## config.mk

```make
export PLATFORM = sky130hd
export DESIGN_NAME = rvv_async_wb_arbiter_flat
export DESIGN_NICKNAME = d
export VERILOG_FILES = /design/src/rtl/rvv_wb_pkg.sv /design/src/rtl/rvv_async_wb_arbiter_if.sv /design/src/rtl/rvv_wb_skid.sv /design/src/rtl/rvv_async_wb_arbiter.sv /design/src/flat_wrapper.sv
export SDC_FILE = /design/constraint.sdc
export NUM_CORES = 1
export LEC_CHECK = 0
export BUFFER_PORTS_ARGS = -buffer_cell sky130_fd_sc_hd__buf_2
export CORE_MARGIN = 2
export CORE_UTILIZATION = 56
export CTS_CLUSTER_SIZE = 28
export DETAILED_ROUTE_END_ITERATION = 7
export MAX_ROUTING_LAYER = met4
export PLACE_DENSITY_LB_ADDON = 0.2
export SLEW_MARGIN = 20
export SYNTH_ARGS = -nofsm -noshare
export SYNTH_HDL_FRONTEND = slang
export SYNTH_SLANG_ARGS = --single-unit
```

## constraint.sdc

```tcl
create_clock -name clk -period 4.2 [get_ports clk]
set_clock_uncertainty 0.05 [all_clocks]
set_input_delay 1.26 -clock clk [delete_from_list [all_inputs] [get_ports clk]]
set_output_delay 1.26 -clock clk [all_outputs]
set_load 0.005 [all_outputs]
```

## src/rtl/rvv_wb_pkg.sv

```systemverilog
// Shared types and constants for the RVV asynchronous writeback arbiter.
//   WB_FIFO_DEPTH : entries per lane buffer (pointers are 1 bit wide)
//   WAIT_CNT_W    : width of the per-lane starvation wait counter
//   WbBeatT       : default {addr, data} beat for the standard 5/32 register file
//   wait_next()   : saturating wait-counter update shared by both lanes
package rvv_wb_pkg;

    localparam int unsigned WB_FIFO_DEPTH = 2;
    localparam int unsigned WAIT_CNT_W    = 8;
    localparam int unsigned WB_ADDR_W     = 5;
    localparam int unsigned WB_DATA_W     = 32;

    typedef struct packed {
        logic [WB_ADDR_W-1:0] addr;
        logic [WB_DATA_W-1:0] data;
    } WbBeatT;

    // Count cycles a buffered head is held off; any pop or an empty lane restarts it.
    function automatic logic [WAIT_CNT_W-1:0] wait_next(input logic [WAIT_CNT_W-1:0] cnt,
                                                        input logic                  blocked);
        if (!blocked) begin
            return '0;
        end
        return (cnt == {WAIT_CNT_W{1'b1}}) ? cnt : cnt + 1'b1;
    endfunction

endpackage

```

## src/rtl/rvv_async_wb_arbiter_if.sv

```systemverilog
// Bus bundle between the RVV async writeback ports / scalar core and the arbiter.
//   master : RVV beat producer plus scalar core (drives beats and core wb valids)
//   slave  : the arbiter (returns ready, XRF/FRF write ports, sb clears, stall, idle)
interface rvv_async_wb_arbiter_if
    import rvv_wb_pkg::*;
#(
    parameter int unsigned REG_ADDR_W = WB_ADDR_W,
    parameter int unsigned REG_DATA_W = WB_DATA_W
);
    localparam int unsigned NUM_REGS = 2 ** REG_ADDR_W;

    logic                  async_rd_valid;
    logic [REG_ADDR_W-1:0] async_rd_addr;
    logic [REG_DATA_W-1:0] async_rd_data;
    logic                  async_rd_ready;
    logic                  async_frd_valid;
    logic [REG_ADDR_W-1:0] async_frd_addr;
    logic [REG_DATA_W-1:0] async_frd_data;
    logic                  async_frd_ready;
    logic                  core_xwb_valid;
    logic                  core_fwb_valid;
    logic                  xrf_wr_valid;
    logic [REG_ADDR_W-1:0] xrf_wr_addr;
    logic [REG_DATA_W-1:0] xrf_wr_data;
    logic                  frf_wr_valid;
    logic [REG_ADDR_W-1:0] frf_wr_addr;
    logic [REG_DATA_W-1:0] frf_wr_data;
    logic [NUM_REGS-1:0]   xrf_sb_clr;
    logic [NUM_REGS-1:0]   frf_sb_clr;
    logic                  core_wb_stall;
    logic                  wb_idle;

    modport master (
        output async_rd_valid, async_rd_addr, async_rd_data,
        output async_frd_valid, async_frd_addr, async_frd_data,
        output core_xwb_valid, core_fwb_valid,
        input  async_rd_ready, async_frd_ready,
        input  xrf_wr_valid, xrf_wr_addr, xrf_wr_data,
        input  frf_wr_valid, frf_wr_addr, frf_wr_data,
        input  xrf_sb_clr, frf_sb_clr, core_wb_stall, wb_idle
    );

    modport slave (
        input  async_rd_valid, async_rd_addr, async_rd_data,
        input  async_frd_valid, async_frd_addr, async_frd_data,
        input  core_xwb_valid, core_fwb_valid,
        output async_rd_ready, async_frd_ready,
        output xrf_wr_valid, xrf_wr_addr, xrf_wr_data,
        output frf_wr_valid, frf_wr_addr, frf_wr_data,
        output xrf_sb_clr, frf_sb_clr, core_wb_stall, wb_idle
    );

endinterface

```

## src/rtl/rvv_wb_skid.sv

```systemverilog
// Two-entry in-order beat buffer for one writeback lane.
//   clk, rstn : clock, asynchronous active-low reset (control state only)
//   push      : write push_beat at the tail (caller guarantees ready)
//   pop       : drop the head (caller guarantees count > 0)
//   head      : current head entry, valid while count > 0
//   count     : occupancy 0..2
//   ready     : space available, derived from the registered count only
module rvv_wb_skid
    import rvv_wb_pkg::*;
#(
    parameter type BeatT = WbBeatT
) (
    input  logic       clk,
    input  logic       rstn,
    input  logic       push,
    input  BeatT       push_beat,
    input  logic       pop,
    output BeatT       head,
    output logic [1:0] count,
    output logic       ready
);
    localparam logic [1:0] FULL = 2'(WB_FIFO_DEPTH);

    BeatT       mem [WB_FIFO_DEPTH];
    logic       wr_ptr_q;
    logic       rd_ptr_q;
    logic [1:0] count_q;
    logic [1:0] count_d;

    always_comb begin
        count_d = count_q;
        unique case ({push, pop})
            2'b10:   count_d = count_q + 2'd1;
            2'b01:   count_d = count_q - 2'd1;
            default: count_d = count_q;
        endcase
    end

    always_ff @(posedge clk or negedge rstn) begin
        if (!rstn) begin
            count_q  <= '0;
            wr_ptr_q <= 1'b0;
            rd_ptr_q <= 1'b0;
        end else begin
            count_q <= count_d;
            if (push) wr_ptr_q <= ~wr_ptr_q;
            if (pop)  rd_ptr_q <= ~rd_ptr_q;
        end
    end

    // Storage contents are don't-care while empty, so no reset.
    always_ff @(posedge clk) begin
        if (push) mem[wr_ptr_q] <= push_beat;
    end

    assign head  = mem[rd_ptr_q];
    assign count = count_q;
    assign ready = (count_q != FULL);

endmodule

```

## src/rtl/rvv_async_wb_arbiter.sv

```systemverilog
// Merges the RVV asynchronous integer/fp writeback streams into the scalar XRF/FRF
// write ports. The scalar pipeline always wins the port; buffered beats that wait
// too long raise core_wb_stall so the pipeline yields a slot.
//   clk, rstn : clock, asynchronous active-low reset
//   bus       : slave side of rvv_async_wb_arbiter_if (beats, core wb valids,
//               write ports, scoreboard clears, stall request, idle flag)
module rvv_async_wb_arbiter
    import rvv_wb_pkg::*;
#(
    parameter int unsigned REG_ADDR_W   = WB_ADDR_W,
    parameter int unsigned REG_DATA_W   = WB_DATA_W,
    parameter int unsigned STARVE_LIMIT = 8
) (
    input  logic                  clk,
    input  logic                  rstn,
    rvv_async_wb_arbiter_if.slave bus
);
    typedef struct packed {
        logic [REG_ADDR_W-1:0] addr;
        logic [REG_DATA_W-1:0] data;
    } LaneBeatT;

    // Stall is registered, so compare against LIMIT-1 to land exactly LIMIT cycles out.
    localparam logic [WAIT_CNT_W-1:0] STALL_THR = WAIT_CNT_W'(STARVE_LIMIT - 1);

    LaneBeatT              x_in, f_in, x_head, f_head;
    logic [1:0]            x_count, f_count;
    logic                  x_ready, f_ready;
    logic                  x_push, f_push, x_pop, f_pop;
    logic                  x_blocked, f_blocked;
    logic                  x_wr;
    logic [WAIT_CNT_W-1:0] x_wait_q, f_wait_q;
    logic                  stall_q, stall_d;

    assign x_in = '{addr: bus.async_rd_addr, data: bus.async_rd_data};
    assign f_in = '{addr: bus.async_frd_addr, data: bus.async_frd_data};

    assign x_push = bus.async_rd_valid && x_ready;
    assign f_push = bus.async_frd_valid && f_ready;
    assign x_pop  = (x_count != 2'd0) && !bus.core_xwb_valid;
    assign f_pop  = (f_count != 2'd0) && !bus.core_fwb_valid;

    assign x_blocked = (x_count != 2'd0) && !x_pop;
    assign f_blocked = (f_count != 2'd0) && !f_pop;

    rvv_wb_skid #(.BeatT(LaneBeatT)) u_x_skid (
        .clk       (clk),
        .rstn      (rstn),
        .push      (x_push),
        .push_beat (x_in),
        .pop       (x_pop),
        .head      (x_head),
        .count     (x_count),
        .ready     (x_ready)
    );

    rvv_wb_skid #(.BeatT(LaneBeatT)) u_f_skid (
        .clk       (clk),
        .rstn      (rstn),
        .push      (f_push),
        .push_beat (f_in),
        .pop       (f_pop),
        .head      (f_head),
        .count     (f_count),
        .ready     (f_ready)
    );

    // x0 is hardwired zero: its beats are popped and silently dropped.
    assign x_wr = x_pop && (x_head.addr != '0);

    always_comb begin
        bus.xrf_sb_clr = '0;
        bus.frf_sb_clr = '0;
        if (x_wr)  bus.xrf_sb_clr[x_head.addr] = 1'b1;
        if (f_pop) bus.frf_sb_clr[f_head.addr] = 1'b1;
    end

    assign bus.xrf_wr_valid = x_wr;
    assign bus.xrf_wr_addr  = x_head.addr;
    assign bus.xrf_wr_data  = x_head.data;
    assign bus.frf_wr_valid = f_pop;
    assign bus.frf_wr_addr  = f_head.addr;
    assign bus.frf_wr_data  = f_head.data;

    always_comb begin
        stall_d = (x_blocked && (x_wait_q >= STALL_THR)) ||
                  (f_blocked && (f_wait_q >= STALL_THR));
    end

    always_ff @(posedge clk or negedge rstn) begin
        if (!rstn) begin
            x_wait_q <= '0;
            f_wait_q <= '0;
            stall_q  <= 1'b0;
        end else begin
            x_wait_q <= wait_next(x_wait_q, x_blocked);
            f_wait_q <= wait_next(f_wait_q, f_blocked);
            stall_q  <= stall_d;
        end
    end

    assign bus.async_rd_ready  = x_ready;
    assign bus.async_frd_ready = f_ready;
    assign bus.core_wb_stall   = stall_q;
    assign bus.wb_idle         = (x_count == 2'd0) && (f_count == 2'd0);

endmodule

```

## src/flat_wrapper.sv

```systemverilog
// flat-port wrapper written by rule: the top's interface ports become plain ports
module rvv_async_wb_arbiter_flat import rvv_wb_pkg::*;
#(
    parameter int unsigned REG_ADDR_W   = WB_ADDR_W,
    parameter int unsigned REG_DATA_W   = WB_DATA_W,
    parameter int unsigned STARVE_LIMIT = 8
)
  (clk, rstn, bus_async_rd_valid, bus_async_rd_addr, bus_async_rd_data, bus_async_frd_valid, bus_async_frd_addr, bus_async_frd_data, bus_core_xwb_valid, bus_core_fwb_valid, bus_async_rd_ready, bus_async_frd_ready, bus_xrf_wr_valid, bus_xrf_wr_addr, bus_xrf_wr_data, bus_frf_wr_valid, bus_frf_wr_addr, bus_frf_wr_data, bus_xrf_sb_clr, bus_frf_sb_clr, bus_core_wb_stall, bus_wb_idle);
  rvv_async_wb_arbiter_if #(.REG_ADDR_W(REG_ADDR_W), .REG_DATA_W(REG_DATA_W)) bus_i ();
  input  logic clk;
  input  logic rstn;
  input wire logic [$bits(bus_i.async_rd_valid)-1:0] bus_async_rd_valid;
  input wire logic [$bits(bus_i.async_rd_addr)-1:0] bus_async_rd_addr;
  input wire logic [$bits(bus_i.async_rd_data)-1:0] bus_async_rd_data;
  input wire logic [$bits(bus_i.async_frd_valid)-1:0] bus_async_frd_valid;
  input wire logic [$bits(bus_i.async_frd_addr)-1:0] bus_async_frd_addr;
  input wire logic [$bits(bus_i.async_frd_data)-1:0] bus_async_frd_data;
  input wire logic [$bits(bus_i.core_xwb_valid)-1:0] bus_core_xwb_valid;
  input wire logic [$bits(bus_i.core_fwb_valid)-1:0] bus_core_fwb_valid;
  output wire logic [$bits(bus_i.async_rd_ready)-1:0] bus_async_rd_ready;
  output wire logic [$bits(bus_i.async_frd_ready)-1:0] bus_async_frd_ready;
  output wire logic [$bits(bus_i.xrf_wr_valid)-1:0] bus_xrf_wr_valid;
  output wire logic [$bits(bus_i.xrf_wr_addr)-1:0] bus_xrf_wr_addr;
  output wire logic [$bits(bus_i.xrf_wr_data)-1:0] bus_xrf_wr_data;
  output wire logic [$bits(bus_i.frf_wr_valid)-1:0] bus_frf_wr_valid;
  output wire logic [$bits(bus_i.frf_wr_addr)-1:0] bus_frf_wr_addr;
  output wire logic [$bits(bus_i.frf_wr_data)-1:0] bus_frf_wr_data;
  output wire logic [$bits(bus_i.xrf_sb_clr)-1:0] bus_xrf_sb_clr;
  output wire logic [$bits(bus_i.frf_sb_clr)-1:0] bus_frf_sb_clr;
  output wire logic [$bits(bus_i.core_wb_stall)-1:0] bus_core_wb_stall;
  output wire logic [$bits(bus_i.wb_idle)-1:0] bus_wb_idle;
  assign bus_i.async_rd_valid = bus_async_rd_valid;
  assign bus_i.async_rd_addr = bus_async_rd_addr;
  assign bus_i.async_rd_data = bus_async_rd_data;
  assign bus_i.async_frd_valid = bus_async_frd_valid;
  assign bus_i.async_frd_addr = bus_async_frd_addr;
  assign bus_i.async_frd_data = bus_async_frd_data;
  assign bus_i.core_xwb_valid = bus_core_xwb_valid;
  assign bus_i.core_fwb_valid = bus_core_fwb_valid;
  assign bus_async_rd_ready = bus_i.async_rd_ready;
  assign bus_async_frd_ready = bus_i.async_frd_ready;
  assign bus_xrf_wr_valid = bus_i.xrf_wr_valid;
  assign bus_xrf_wr_addr = bus_i.xrf_wr_addr;
  assign bus_xrf_wr_data = bus_i.xrf_wr_data;
  assign bus_frf_wr_valid = bus_i.frf_wr_valid;
  assign bus_frf_wr_addr = bus_i.frf_wr_addr;
  assign bus_frf_wr_data = bus_i.frf_wr_data;
  assign bus_xrf_sb_clr = bus_i.xrf_sb_clr;
  assign bus_frf_sb_clr = bus_i.frf_sb_clr;
  assign bus_core_wb_stall = bus_i.core_wb_stall;
  assign bus_wb_idle = bus_i.wb_idle;
  rvv_async_wb_arbiter #(.REG_ADDR_W(REG_ADDR_W), .REG_DATA_W(REG_DATA_W), .STARVE_LIMIT(STARVE_LIMIT)) u_core (.clk(clk), .rstn(rstn), .bus(bus_i));
endmodule
```

# [Yosys cells after proc, flatten, opt, wreduce, memory -nomap -nowiden]
# Memory sizes are Yosys's and may differ from the RTL's.
# Index checks and enable logic that the tools add are counted.
# Widths: inputs -> output; s select.
[word_totals] register_bits=25 ramBits=148 in_bits=80 out_inout_bits=144 word_cells=77 n_memories=2
[op_classes] add_sub_neg=6 order_cmp=6 n_eq_ne=10 n_mux=16 n_bitwise=4 n_reduce_logical=24
[memory_table] name="u_core.u_f_skid.mem" depth=2 word_bits=37 rd=1 rd_clocked_by_memory_dff=0 write_ports=1 line_no="rvv_wb_skid.sv:24" rtl="BeatT mem [WB_FIFO_DEPTH];"
[memory_table] name="u_core.u_x_skid.mem" depth=2 word_bits=37 rd=1 rd_clocked_by_memory_dff=0 write_ports=1 line_no="rvv_wb_skid.sv:24"
[ops] cell="$mux 32" n=2
[ops] cell="$mux 8" n=4
[ops] cell="$add 8x1->8 const B" n=2
[ops] cell="$eq 8x8->1 const B" n=2
[ops] cell="$ge 8x3->1 const B" n=2
[ops] cell="$logic_and 1x1->1" n=12
[ops] cell="$lt 5x6->1 const B" n=2
[ops] cell="$demux 1 s5" n=2
[ops] cell="$ge 5x1->1 const B" n=2
[ops] cell="$ne 2x2->1 const B" n=4
[ops] cell="$pmux 2 s2" n=2
[ops] cell="$reduce_bool 2->1" n=4
[ops] cell="$mux 1" n=6
[ops] cell="$reduce_bool 5->1" n=1
[ops] cell="$add 2x1->2 const B" n=2
[ops] cell="$eq 2x1->1 const B" n=2
[ops] cell="$eq 2x2->1 const B" n=2
[ops] cell="$logic_not 1->1" n=4
[ops] cell="$logic_not 2->1" n=2
[ops] cell="$not 1->1" n=4
[ops] cell="$sub 2x1->2 const B" n=2
[ops] cell="$logic_or 1x1->1" n=1

# [Longest topological paths before layout]
[depth] word_depth=6 mapped_depth=7 depth_no_buf=6

# [By module]
# Synthesis repeated with hierarchy kept, for this count alone.
[unflattened] hier_cells=476 area_unflattened_um2=7328.3
[by_module_without_submodules] module="rvv_wb_skid" instances=2 cells_each=130 area_each_um2=2932.8 seq_area_each_um2=2322.2
[by_module_without_submodules] module="rvv_async_wb_arbiter" instances=1 cells_each=216 area_each_um2=1462.7 seq_area_each_um2=425.4

# [Worst setup path before layout]
# Ideal clock, no wire load.
[synth_path] path_kind="in2out" from="input port bus_core_xwb_valid" to="output port bus_xrf_sb_clr[14]" arrival_ns=2.130 required_time_ns=2.890 setup_slack_ns=0.760 path_stages=5 n_path_buf=2 path_cell_list="o21ba_1 > buf_2 > nand2_1 > buf_2 > nor3_1"
[synth_via] elab_chain_cells=4
[synth_lines] item="start: declaration" line_no="flat_wrapper.sv:18" rtl="input wire logic [$bits(bus_i.core_xwb_valid)-1:0] bus_core_xwb_valid;"
[synth_lines] item="$logic_not 1->1" line_no="rvv_async_wb_arbiter.sv:40" rtl="assign x_pop = (x_count != 2'd0) && !bus.core_xwb_valid;"
[synth_lines] item="$logic_and 1x1->1" line_no="rvv_async_wb_arbiter.sv:40"
[synth_lines] item="net u_core.u_x_skid.pop" line_no="rvv_wb_skid.sv:17" rtl="input logic pop,"
[synth_lines] item="$logic_and 1x1->1" line_no="rvv_async_wb_arbiter.sv:69" rtl="assign x_wr = x_pop && (x_head.addr != '0);"
[synth_lines] item="$mux 32" line_no="rvv_async_wb_arbiter.sv:74" rtl="if (x_wr) bus.xrf_sb_clr[x_head.addr] = 1'b1;"
[synth_lines] item="end: declaration" line_no="flat_wrapper.sv:28" rtl="output wire logic [$bits(bus_i.xrf_sb_clr)-1:0] bus_xrf_sb_clr;"
# The timed path passes the listed nets, and every way through them passes these cells.

# [Final worst setup path]
[layout_path] from="input port bus_core_xwb_valid" to="output port bus_xrf_sb_clr[22]"
[layout_via] elab_chain_cells=4
[layout_lines] item="$logic_not 1->1" line_no="rvv_async_wb_arbiter.sv:40"
[layout_lines] item="$logic_and 1x1->1" line_no="rvv_async_wb_arbiter.sv:40"
[layout_lines] item="$logic_and 1x1->1" line_no="rvv_async_wb_arbiter.sv:69"
[layout_lines] item="$mux 32" line_no="rvv_async_wb_arbiter.sv:74"
# Every way passes these cells.

==> metrics.yaml <==
status: "complete, no violations"
fin_crit_sh_pct: 89.21
gp_congestion: 0.8657
crit_buf_inv: 2
ios: 224
syn_inst: 513
tns_ns: 0
slowest_delay_ns: 0.36
synth_edf_count: 148
start_kind: "input port"
ys_types: 51
clock-sinks: 173
tightest_slew_ns: 0.8990
die_w_um: 119.1
areaGrowthSynthToFinish_pct: 25.43
drv_slew: 0
worstSkewPairLatency_ns: 0.42
core_um2: 13090
htreeDepth: 4
yosys_most_used_dff: "edfxtp_1"
fin_nets: 817
dp_hpwl_um: 10580
synth_area_per_cell_um2: 14.47
grt_max_degree: 46
worstPathArrival_ns: 2.44
cts_root_buffer: "clkbuf_16"
cts_buffers: 17
design.die.area_um2: 14200
reg2reg_setup_slack_ns: 2.30
worst_hold_path_type: "reg -> reg"
layout_common_cells: "buf_2, edfxtp_1, mux2_2"
worstSetupEndpointType: "output pin"
drcViolationCount: 0
cts.reportedPaths.clkPinSlew_ns: 0.06
path_class: "in -> out"
synthArstFlopShare_pct: 14.45
totalWireLength_um: 15360
path_delay_family: "simple AND/OR/NAND/NOR gates"
drt_iter0_drc: 276
p_leak_nw: 3.773
overflow: 0
critical_path_cell_count: 5
cpMaxStageDelayCell: "nor3_1"
crit_chain: "buf_2 -> o21ba_1 -> nand2_1 -> nor3_1 -> buf_2"
cp-endpoint: "bus_xrf_sb_clr[22]"
vias_per_cell: 5.460
post_cts_resized: 0
holdWs_ns: 0.4944
grt_use_total_pct: 23.00
yosys_warnings: 0
worstReg2RegStart: "u_core.u_x_skid.count[0]$_DFFE_PN0P_"
ys_seq_area_share_pct: 68.28
r2r-end: "u_core.u_x_skid.mem[1][21]$_DFFE_PP_"
final_antenna_net_count: 0
hold_viol: 0
synthesis.nets: 597
vdd_drop_max_mv: 0.3822
crit_fanout: 16
period_needed_ns: 3.747
port_buffers: 222
drive_above_1_share_pct: 43.57
grt_pass1_vias: 5000
grt_pass1_wl_um: 24410
post_cts_buffers: 0
synth_area_um2: 7425
cp-startpoint: "bus_core_xwb_valid"
rows: 42
cpMostUsedCell: "buf_2"
initial_core_util_pct: 56.74
required_ns: 2.89
synth-seq-cells: 173
num_vias: 5040
max_clock_freq_ghz: 0.2669
antenna_found_initial: 1
cap_violations: 0
cts_tree: "built"
wl_per_cell_um: 16.64
drtPass1Iterations: 5
final_common_cell: "buf_2"
r2r_cells: 2
p_per_area_nw_per_um2: 631.0
setup_viol: 0
clk_path_buf_depth: 2
cts_hold_buf: 0
relSlewSlack_pct: 40.07
die_y_um: 119.1
rsz0062_at_grt: "false"
## stage by stage
stage               cells  util (%)  area (um^2)  power, W  setup slack (ns)
floorplan             513         -         7425  0.003662            0.7596
global placement      888     66.28         8673  0.004245            0.6202
finish                923     71.17         9313  0.005876            0.4533
CTS                   920     70.85         9270  0.005909            0.4832
detailed placement    888     66.28         8673  0.004315            0.5319
global route          923     71.17         9313  0.006198            0.2466
## metal layers
layer  track usage [%]  wire length, um  part of all wire [%]  up-vias
met1             26.01             5984                    39     2427
met3             6.753             1129                   7.3       16
met2             39.40             8037                    52      192
met5                 -                0                     0        -
met4             7.515              212                   1.4        0
li1                  -                -                     -     2405
## worst min-delay path by stage
stage	slack, ns	cells after the start	end	startpoint
after global routing	0.52	1	u_core.u_x_skid.wr_ptr_q$_DFFE_PN0P_	u_core.u_x_skid.wr_ptr_q$_DFFE_PN0P_
final	0.49	1	u_core.u_f_skid.count[1]$_DFFE_PN0P_	u_core.u_f_skid.count[1]$_DFFE_PN0P_
after floorplan	0.41	1	u_core.u_f_skid.wr_ptr_q$_DFFE_PN0P_	u_core.u_f_skid.wr_ptr_q$_DFFE_PN0P_
after detailed placement	0.48	1	u_core.u_f_skid.count[1]$_DFFE_PN0P_	u_core.u_f_skid.count[1]$_DFFE_PN0P_
after global placement	0.48	1	u_core.u_f_skid.wr_ptr_q$_DFFE_PN0P_	u_core.u_f_skid.wr_ptr_q$_DFFE_PN0P_
after CTS	0.50	1	u_core.u_f_skid.count[1]$_DFFE_PN0P_	u_core.u_f_skid.count[1]$_DFFE_PN0P_
## layout make-up
class | instances | area (um^2)
Sequential cell | 173 | 5072
Fill cell | 911 | 3772
Multi-Input combinational cell | 305 | 2210
Timing Repair Buffer | 228 | 1181
Clock buffer | 19 | 432.9
Tap cell | 176 | 220.2
Clock inverter | 13 | 163.9
Inverter | 8 | 30.03
Antenna cell | 1 | 2.502
## Yosys cell counts (7+ instances only)
| master | count | area, um^2 |
|---|---|---|
| edfxtp_1 | 148 | 4444 |
| mux2_2 | 54 | 608.1 |
| nor2_1 | 54 | 202.7 |
| nor3_1 | 42 | 210.2 |
| dfrtp_1 | 25 | 625.6 |
| nand2_1 | 17 | 63.81 |
| buf_2 | 16 | 80.08 |
| mux2_1 | 14 | 157.7 |
| a21oi_1 | 10 | 50.05 |
| o211ai_1 | 9 | 67.56 |
| a31oi_1 | 8 | 50.05 |
| and3_1 | 8 | 50.05 |
| clkbuf_1 | 8 | 30.03 |
| and3b_1 | 7 | 61.31 |
## power by group
part           leakage, nW  internal, W  switching, W  total (W)
clock network        0.283     0.000939      0.000634    0.00157
logic                 1.79     0.000812      0.000945    0.00176
registers             1.70      0.00232      0.000227    0.00255
## cells by family after synthesis
| group | synth area share [%] |
|---|---|
| compound gates | 4.904 |
| xor+xnor | 1.180 |
| fa+ha+maj | 0.6741 |
| buf+inv | 2.191 |
| flops | 68.28 |
| mux | 10.79 |
| other cells | 0.05051 |
| simple gates | 11.93 |
## sequential cells by signal (all words and copies together), names as in the netlist
signal	count
u_core.u_x_skid.wr_ptr_q	1
u_core.u_x_skid.rd_ptr_q	1
u_core.bus.core_wb_stall	1
u_core.u_f_skid.wr_ptr_q	1
u_core.u_x_skid.mem	74
u_core.u_f_skid.mem	74
u_core.u_f_skid.count	2
u_core.x_wait_q	8
u_core.u_x_skid.count	2
u_core.u_f_skid.rd_ptr_q	1
u_core.f_wait_q	8
(Power assumes the default switching activity.)
